--- config.mk ---
export PLATFORM = sky130hd
export DESIGN_NAME = rf_dump_seq
export DESIGN_NICKNAME = d
export VERILOG_FILES = /design/src/rtl/npc_trace_pkg.sv /design/src/rtl/rf_dump_fifo2.sv /design/src/rtl/rf_dump_seq.sv
export SDC_FILE = /design/constraint.sdc
export NUM_CORES = 1
export LEC_CHECK = 0
export CAP_MARGIN = 20
export CORE_MARGIN = 2
export CORE_UTILIZATION = 47
export CTS_CLUSTER_SIZE = 30
export DETAILED_ROUTE_END_ITERATION = 12
export PLACE_DENSITY = 0.8
export SYNTH_ARGS = -nofsm -noshare
export SYNTH_HDL_FRONTEND = slang
export SYNTH_HIERARCHICAL = 1
export SYNTH_SLANG_ARGS = --single-unit
--- constraint.sdc ---
create_clock -name clock -period 3.4 [get_ports clock]
set_clock_uncertainty 0.15 [all_clocks]
set_input_delay 0.68 -clock clock [delete_from_list [all_inputs] [get_ports clock]]
set_output_delay 0.68 -clock clock [all_outputs]
set_load 0.05 [all_outputs]
--- src/rtl/npc_trace_pkg.sv ---
// ----------------------------------------------------------------------------
// npc_trace_pkg: shared types for the NPC trace/difftest path (rev 1.0)
// ----------------------------------------------------------------------------
`default_nettype none

package npc_trace_pkg;

  localparam int XLEN  = 64;
  localparam int NREGS = 32;
  localparam int IW    = $clog2(NREGS);

  typedef enum logic [1:0] {
    IDLE  = 2'd0,
    DUMP  = 2'd1,
    DRAIN = 2'd2,
    DONE  = 2'd3
  } rf_dump_state_e;

  typedef struct packed {
    logic [IW-1:0]   idx;
    logic [XLEN-1:0] data;
  } rf_beat_t;

endpackage

`default_nettype wire

--- src/rtl/rf_dump_fifo2.sv ---
// ----------------------------------------------------------------------------
// rf_dump_fifo2: two-entry beat buffer with occupancy count (rev 1.0)
// ----------------------------------------------------------------------------
`default_nettype none

module rf_dump_fifo2
  import npc_trace_pkg::*;
#(
  parameter type T = rf_beat_t
) (
  input  logic       clock,
  input  logic       reset_n,
  input  logic       push,
  input  T           push_data,
  input  logic       pop,
  output T           head,
  output logic [1:0] count
);

  T     mem [2];
  logic wr_ptr;
  logic rd_ptr;

  // The caller's credit scheme guarantees no push when full and no pop when empty.
  always_ff @(posedge clock or negedge reset_n) begin
    if (!reset_n) begin
      mem[0] <= '0;
      mem[1] <= '0;
      wr_ptr <= 1'b0;
      rd_ptr <= 1'b0;
      count  <= 2'd0;
    end else begin
      if (push) begin
        mem[wr_ptr] <= push_data;
        wr_ptr      <= ~wr_ptr;
      end
      if (pop) begin
        rd_ptr <= ~rd_ptr;
      end
      case ({push, pop})
        2'b10:   count <= count + 2'd1;
        2'b01:   count <= count - 2'd1;
        default: count <= count;
      endcase
    end
  end

  assign head = mem[rd_ptr];

endmodule

`default_nettype wire

--- src/rtl/rf_dump_seq.sv ---
// ----------------------------------------------------------------------------
// rf_dump_seq: per-commit register-file snapshot streamer (rev 1.0)
// ----------------------------------------------------------------------------
`default_nettype none

module rf_dump_seq #(
  parameter  int XLEN  = 64,
  parameter  int NREGS = 32,
  localparam int IW    = $clog2(NREGS)
) (
  input  logic            clock,
  input  logic            reset_n,
  input  logic            enable,
  input  logic            commit_valid,
  input  logic [XLEN-1:0] commit_pc,
  output logic            core_stall,
  output logic [IW-1:0]   rf_raddr,
  output logic            rf_ren,
  input  logic [XLEN-1:0] rf_rdata,
  output logic            trace_valid,
  input  logic            trace_ready,
  output logic [IW-1:0]   trace_idx,
  output logic [XLEN-1:0] trace_data,
  output logic [XLEN-1:0] trace_pc,
  output logic            trace_last,
  output logic            dump_done,
  output logic            overrun
);

  import npc_trace_pkg::*;

  localparam logic [IW-1:0] LAST_IDX = IW'(NREGS - 1);

  typedef struct packed {
    logic [IW-1:0]   idx;
    logic [XLEN-1:0] data;
  } beat_t;

  rf_dump_state_e  state;
  logic [IW-1:0]   issue_idx;
  logic [IW-1:0]   inflight_idx;
  logic            inflight;
  logic [XLEN-1:0] pc_q;
  logic            stall_q;
  logic            done_q;
  logic            overrun_q;

  beat_t           head;
  beat_t           push_beat;
  logic [1:0]      fifo_count;
  logic            pop;
  logic            issue;
  logic            drain_empty;
  logic [2:0]      credit_used;

  assign pop = trace_valid & trace_ready;

  // Entries that will still occupy the buffer after this cycle's pop; keeping
  // it below two before issuing means the 2-entry FIFO can never overflow.
  assign credit_used = {1'b0, fifo_count} + {2'b00, inflight} - {2'b00, pop};
  assign issue       = (state == DUMP) && (credit_used < 3'd2);

  // Empty next cycle: nothing returning from the port and the last entry leaving now.
  assign drain_empty = !inflight && (fifo_count == {1'b0, pop});

  assign push_beat.idx  = inflight_idx;
  assign push_beat.data = rf_rdata;

  rf_dump_fifo2 #(
    .T (beat_t)
  ) u_fifo (
    .clock     (clock),
    .reset_n   (reset_n),
    .push      (inflight),
    .push_data (push_beat),
    .pop       (pop),
    .head      (head),
    .count     (fifo_count)
  );

  always_ff @(posedge clock or negedge reset_n) begin
    if (!reset_n) begin
      state        <= IDLE;
      issue_idx    <= '0;
      inflight_idx <= '0;
      inflight     <= 1'b0;
      pc_q         <= '0;
      stall_q      <= 1'b0;
      done_q       <= 1'b0;
      overrun_q    <= 1'b0;
    end else begin
      if (commit_valid && (state != IDLE)) begin
        overrun_q <= 1'b1;
      end

      inflight <= issue;
      if (issue) begin
        inflight_idx <= issue_idx;
        issue_idx    <= issue_idx + IW'(1);
      end

      case (state)
        IDLE: begin
          if (commit_valid && enable) begin
            state     <= DUMP;
            pc_q      <= commit_pc;
            issue_idx <= '0;
            stall_q   <= 1'b1;
          end
        end
        DUMP: begin
          if (issue && (issue_idx == LAST_IDX)) begin
            state <= DRAIN;
          end
        end
        DRAIN: begin
          if (drain_empty) begin
            state  <= DONE;
            done_q <= 1'b1;
          end
        end
        DONE: begin
          state   <= IDLE;
          done_q  <= 1'b0;
          stall_q <= 1'b0;
        end
        default: begin
          state <= IDLE;
        end
      endcase
    end
  end

  assign core_stall  = stall_q;
  assign dump_done   = done_q;
  assign rf_ren      = issue;
  assign rf_raddr    = issue_idx;
  assign trace_valid = (fifo_count != 2'd0);
  assign trace_idx   = head.idx;
  assign trace_data  = head.data;
  assign trace_pc    = pc_q;
  assign trace_last  = trace_valid && (head.idx == LAST_IDX);
  assign overrun     = overrun_q;

endmodule

`default_nettype wire

* After elaboration in Yosys (flattened, before gate mapping)
Index checks and enable logic that the tools add are counted.
** Cells by class
- Equal/unequal tests :: 11
- Bitwise logic cells :: 5
- Reduce and logical (&&, ||, !) cells :: 18
- Muxes and demuxes :: 18
- Add/sub/neg operators :: 5
- Magnitude comparators :: 4
** Operators with widths (count)
- 2-to-1 mux 69 bit :: 4
- bitwise mux 138 bit :: 1
- demux 69 bit (select 1 bit) :: 1
- 2-to-1 mux 5 bit :: 3
- equality test 5 bit, second input constant :: 2
- nonzero test 2 bit :: 5
- case mux 2 bit (4 select lines) :: 1
- logical AND 1 bit :: 7
- equality test 2 bit, second input constant :: 3
- 2-to-1 mux 2 bit :: 3
- AND reduction 2 bit :: 3
- adder 5 x 1 -> 5 bit, second input constant :: 1
- equality test 2 x 1 -> 1 bit, second input constant :: 2
- greater-or-equal comparator 2 bit, second input constant :: 2
- != test 2 bit, second input constant :: 2
- inverter 1 -> 2 bit :: 2
- case mux 1 bit (2 select lines) :: 2
- case mux 2 bit (2 select lines) :: 1
- adder 2 x 1 -> 3 bit :: 1
- less-than comparator 3 x 2 -> 1 bit, second input constant :: 1
- AND reduction 3 bit :: 1
- subtractor 3 x 1 -> 3 bit :: 1
- adder 2 x 1 -> 2 bit, second input constant :: 1
- equality test 2 x 1 -> 1 bit :: 1
- 8 further kinds :: 10
** Word-level totals
- Word-level logic and storage cells :: 76
- Bits in registers :: 222
- Input port bits :: 133

* Depth between registers and ports, before layout
- Depth after elaboration :: 8
- Depth in mapped cells :: 9

* Cells and area by module
The synthesis kept the hierarchy.
** By module, submodules not included
- rf_dump_fifo2 :: area an instance 6133.4 um^2, cells an instance 381, times used 1, sequential area each 3553.4 um^2
- rf_dump_seq :: area an instance 3203.1 um^2, cells an instance 209, times used 1, sequential area each 2001.9 um^2

* Least setup slack after synthesis
OpenSTA, ideal clock, no wires.
- Path kind :: register to output
- From :: register u_fifo.count[1]
- To :: output port rf_ren
- Stages on the path, launching flop included :: 8
- Setup slack :: -3 ps
- Arrival :: 2573 ps
- Buffers on the path :: 0
- Cell sequence :: dfrtp_1 > or2_2 > and2_1 > ha_1 > nand2b_1 > fa_1 > xor2_2 > nor2_4
** On the way
- Cells in the longest elaborated chain, start to end :: 5
** Ends and longest elaborated chain
- from (decl) :: RTL line rf_dump_fifo2.sv:17 : output logic [1:0] count
- from (signal assigned) :: RTL line rf_dump_fifo2.sv:41 : 2'b10: count <= count + 2'd1;
- from (signal assigned) :: RTL line rf_dump_fifo2.sv:42 : 2'b01: count <= count - 2'd1;
- from (signal assigned) :: RTL line rf_dump_fifo2.sv:43 : default: count <= count;
- nonzero test 2 bit :: RTL line rf_dump_seq.sv:138 : assign trace_valid = (fifo_count != 2'd0);
- via trace_valid :: RTL line rf_dump_seq.sv:20 : output logic trace_valid,
- AND 1 bit :: RTL line rf_dump_seq.sv:56 : assign pop = trace_valid & trace_ready;
- via pop :: RTL line rf_dump_seq.sv:51 : logic pop;
- subtractor 3 x 1 -> 3 bit :: RTL line rf_dump_seq.sv:60 : assign credit_used = {1'b0, fifo_count} + {2'b00, inflight} - {2'b00, pop};
- less-than comparator 3 x 2 -> 1 bit :: RTL line rf_dump_seq.sv:61 : assign issue = (state == DUMP) && (credit_used < 3'd2);
- logical AND 1 bit :: RTL line rf_dump_seq.sv:61
- to (decl) :: RTL line rf_dump_seq.sv:18 : output logic rf_ren,
The timed path passes the listed nets, and every way through them passes these cells.

* Worst setup path after layout
- From :: register u_fifo.count[1]
- To :: output port rf_ren
** On the way
- Cells in the longest elaborated chain, start to end :: 5
** Ends and longest elaborated chain (RTL line)
- nonzero test 2 bit :: rf_dump_seq.sv:138
- AND 1 bit :: rf_dump_seq.sv:56
- via pop :: rf_dump_seq.sv:51
- subtractor 3 x 1 -> 3 bit :: rf_dump_seq.sv:60
- less-than comparator 3 x 2 -> 1 bit :: rf_dump_seq.sv:61
- logical AND 1 bit :: rf_dump_seq.sv:61
The timed path passes the listed nets, and every way through them passes these cells.

==> run_results.csv <==
group,metric,value,unit
finish,layout-drive-gt1-share,38.2,%
sta,maxSlewViolCount,0,
routing,dr_wl_met3,1730,um
floorplan,ioPinCount,277,
synthesis,synth_area,0.00934,mm2
synthesis,synth-main-ff-cell,"dfrtp_1",
global_routing,antenna_found_initial,1,
floorplan,fp-row-count,51,
floorplan,fp.dieW,145,um
floorplan,initial_core_util,48.0,%
global_routing,grt_overflow,0,
worst_setup_path,timing_worst_setup_path_type,"reg2out",
flow_run,drv_cap,0,
finish,fillers,1291,
clock_network,cts_tree,"done",
sta,setup_viol,0,
finish,postLayoutCellArea,0.0134,mm2
synthesis,synthDistinctLibCells,35,
sta,holdWs,0.00354,ns
worst_setup_path,critPathMaxFanout,3,
global_routing,grt_usage,21.2,%
finish,final_cells,1167,
routing,vias_per_cell,5.07,
clock_network,hold_buffers,0,
sta,hold_viol,0,
worst_setup_path,cp-start-kind,"register",
clock_network,cts-root-buf,"clkbuf_16",
synthesis,ys_seq_elements,222,
synthesis,synth-edff-count,0,
global_routing,grt_pass1_vias,6847,
sta,rsz0062_at_grt,"yes",
finish,layout.nets,1026,
clock_network,cts_buffers,24,
clock_network,htree_levels,1,
hold_path,hold_class,"in2async",
global_routing,grt_pass1_wl,36100,um
routing,num_vias,5915,
place,dp.cells,1118,
routing,firstDrtPassIters,4,
synthesis,synth_most_common_cell,"mux2_2",
synthesis,yosysSeqAreaShare,59.5,%
floorplan,die_h,145,um
worst_setup_path,max_stage_delay,0.55,ns
place,numPortBuffers,276,
clock_network,worstSkewPairLatency,0.50,ns
synthesis,synth.avg_cell_area,15.8,um2
worst_setup_path,critPathRequiredTime,2.57,ns
synthesis,synthTopCellsByArea,"dfrtp_1 60%, mux2_2 31%, mux2_4 1.6%",
clock_network,clockBufferDepth,3,
sta,post-route-period-util,99.9,%
finish,area_growth,43.8,%
synthesis,synthTopCellsByCount,"257 x mux2_2, 222 x dfrtp_1, 18 x buf_2",
floorplan,core_area,0.0195,mm2
sta,tightest_slew,1.12,ns
synthesis,async_flop_share,100,%
routing,highest_layer,"met4",
routing,wl_per_cell,19.3,um
synthesis,synth_nets,732,
worst_setup_path,end_kind,"primary output",
routing,drt_iter0_markers,182,
worst_setup_path,cp.arrival,2.57,ns
worst_setup_path,cp_slowest_cell,"fa_2",
sta,fmax,295,MHz
routing,drc,0,
sta,relSlewSlack,25.6,%
routing,drtAntennaViolNets,0,
clock_network,clk_pin_slew,0.06,ns
routing,dr_wl_met2,11200,um
routing,m1WireLength,8970,um
sta,period_needed,3.40,ns
place,place_area,0.0124,mm2
worst_setup_path,crit_chain,"or2_4, and2_4, ha_4, nand2b_4, fa_2, nand2_2, nor2_4, buf_12",
clock_network,clkSinkCount,222,
global_routing,grt_max_degree,83,
synthesis,ys.warnings.count,6,
place,dp_hpwl,15400,um
run_status,status,"finished, final reports clean",
place,gp_congestion,0.730,
finish,fin_util,69.0,%
worst_setup_path,cp_top_family,"simple AND/OR/NAND/NOR gates",
synthesis,synth_top_area_share,59.5,%
synthesis,syn_inst,590,
routing,wl,22500,um
floorplan,die_area,0.0210,mm2
synthesis,synth_top_cell_by_area,"dfrtp_1",
worst_setup_path,path_buf_inv,1,
[worst register-to-register path, stage by stage (launching register included)]
cell	delay, ns
dfrtp_1	0.37
or2_4	0.26
and2_4	0.15
ha_4	0.21
nand2b_4	0.13
fa_2	0.55
nand2_2	0.08
buf_4	0.14
buf_4	0.12
buf_4	0.13
nor3_1	0.20
xnor2_1	0.15
nor2_1	0.07
[cell families after synthesis]
kind of cell,count (synthesis),synth area share [%]
AOI/OAI and AO/OA,8,0.536
buffers and inverters,35,2.17
DFF,222,59.5
and+or+nand+nor,29,1.66
muxes,278,33.9
adders and majority gates,9,1.29
xor gates and xnor gates,9,0.925
[layout make-up]
| cell class | count | area, um2 | share of cell area [%] |
|---|---|---|---|
| inverter | 6 | 22.5 | 0.168 |
| timing repair buffer | 297 | 3060 | 22.8 |
| multi-input combinational | 333 | 3620 | 26.9 |
| clock inverter | 6 | 80.1 | 0.596 |
| tap | 265 | 332 | 2.47 |
| clock buffer | 37 | 751 | 5.59 |
| antenna | 1 | 2.50 | 0.0186 |
| sequential | 222 | 5560 | 41.4 |
[placed cells by master, fill, tap and decap left out, types with 6 or more instances in the layout]
cell	count
mux2_2	257
clkdlybuf4s50_1	227
dfrtp_1	221
dlymetal6s2s_1	40
clkbuf_16	25
buf_4	19
mux2_1	10
mux2_4	10
nor2_1	8
clkbuf_8	8
ha_1	7
dlygate4sd2_1	6
[sequential cells by signal, summed over array words and instances (netlist names)]
signal / cells
core_stall: 1
dump_done: 1
inflight: 1
inflight_idx: 5
overrun: 1
rf_raddr: 5
state: 2
trace_pc: 64
u_fifo/count: 2
u_fifo/mem: 138
u_fifo/rd_ptr: 1
u_fifo/wr_ptr: 1
[path summary, 6_finish.rpt]
kind | cells past startpoint | slack (ns) | endpoint | startpoint
setup reg to reg | 12 | 0.56 | rf_raddr[3]$_DFF_PN0_ | u_fifo/count[1]$_DFFE_PN0P_
setup / recovery | 8 | 0.005 | rf_ren | u_fifo/count[1]$_DFFE_PN0P_
hold reg to reg | 1 | 0.31 | overrun$_DFFE_PN0P_ | overrun$_DFFE_PN0P_
min in group clock | 1 | 0.31 | overrun$_DFFE_PN0P_ | overrun$_DFFE_PN0P_
max in group asynchronous | 2 | 2.10 | trace_pc[0]$_DFFE_PN0P_ | reset_n
hold / removal | 1 | 0.004 | u_fifo/mem[79]$_DFFE_PN0P_ | reset_n
[through the flow]
stage	setup WS (ns)	setup TNS [ns]
final	0.00488	0
after global routing	-0.0836	-0.0836
after CTS	0.00208	0
after detailed placement	-0.0381	-0.0381
after global placement	-0.0335	-0.0335
after floorplan	0.119	0
[layer usage]
layer / GRT usage [%] / vias up
met3: 6.23 / 41
li1: - / 2682
met5: 0 / -
met2: 37.0 / 214
met4: 6.44 / 0
met1: 25.3 / 2978
[repair_timing]
action                                 4_1_cts  5_1_grt
setup endpoints to repair                   51       41
gates resized for setup                     12       40
endpoints found under the hold margin        0        0
pin swaps                                    5        3
buffers inserted                             3        2
Power is not shown: default switching activity piles up to over one toggle a cycle in this logic, so the estimate is an artifact.
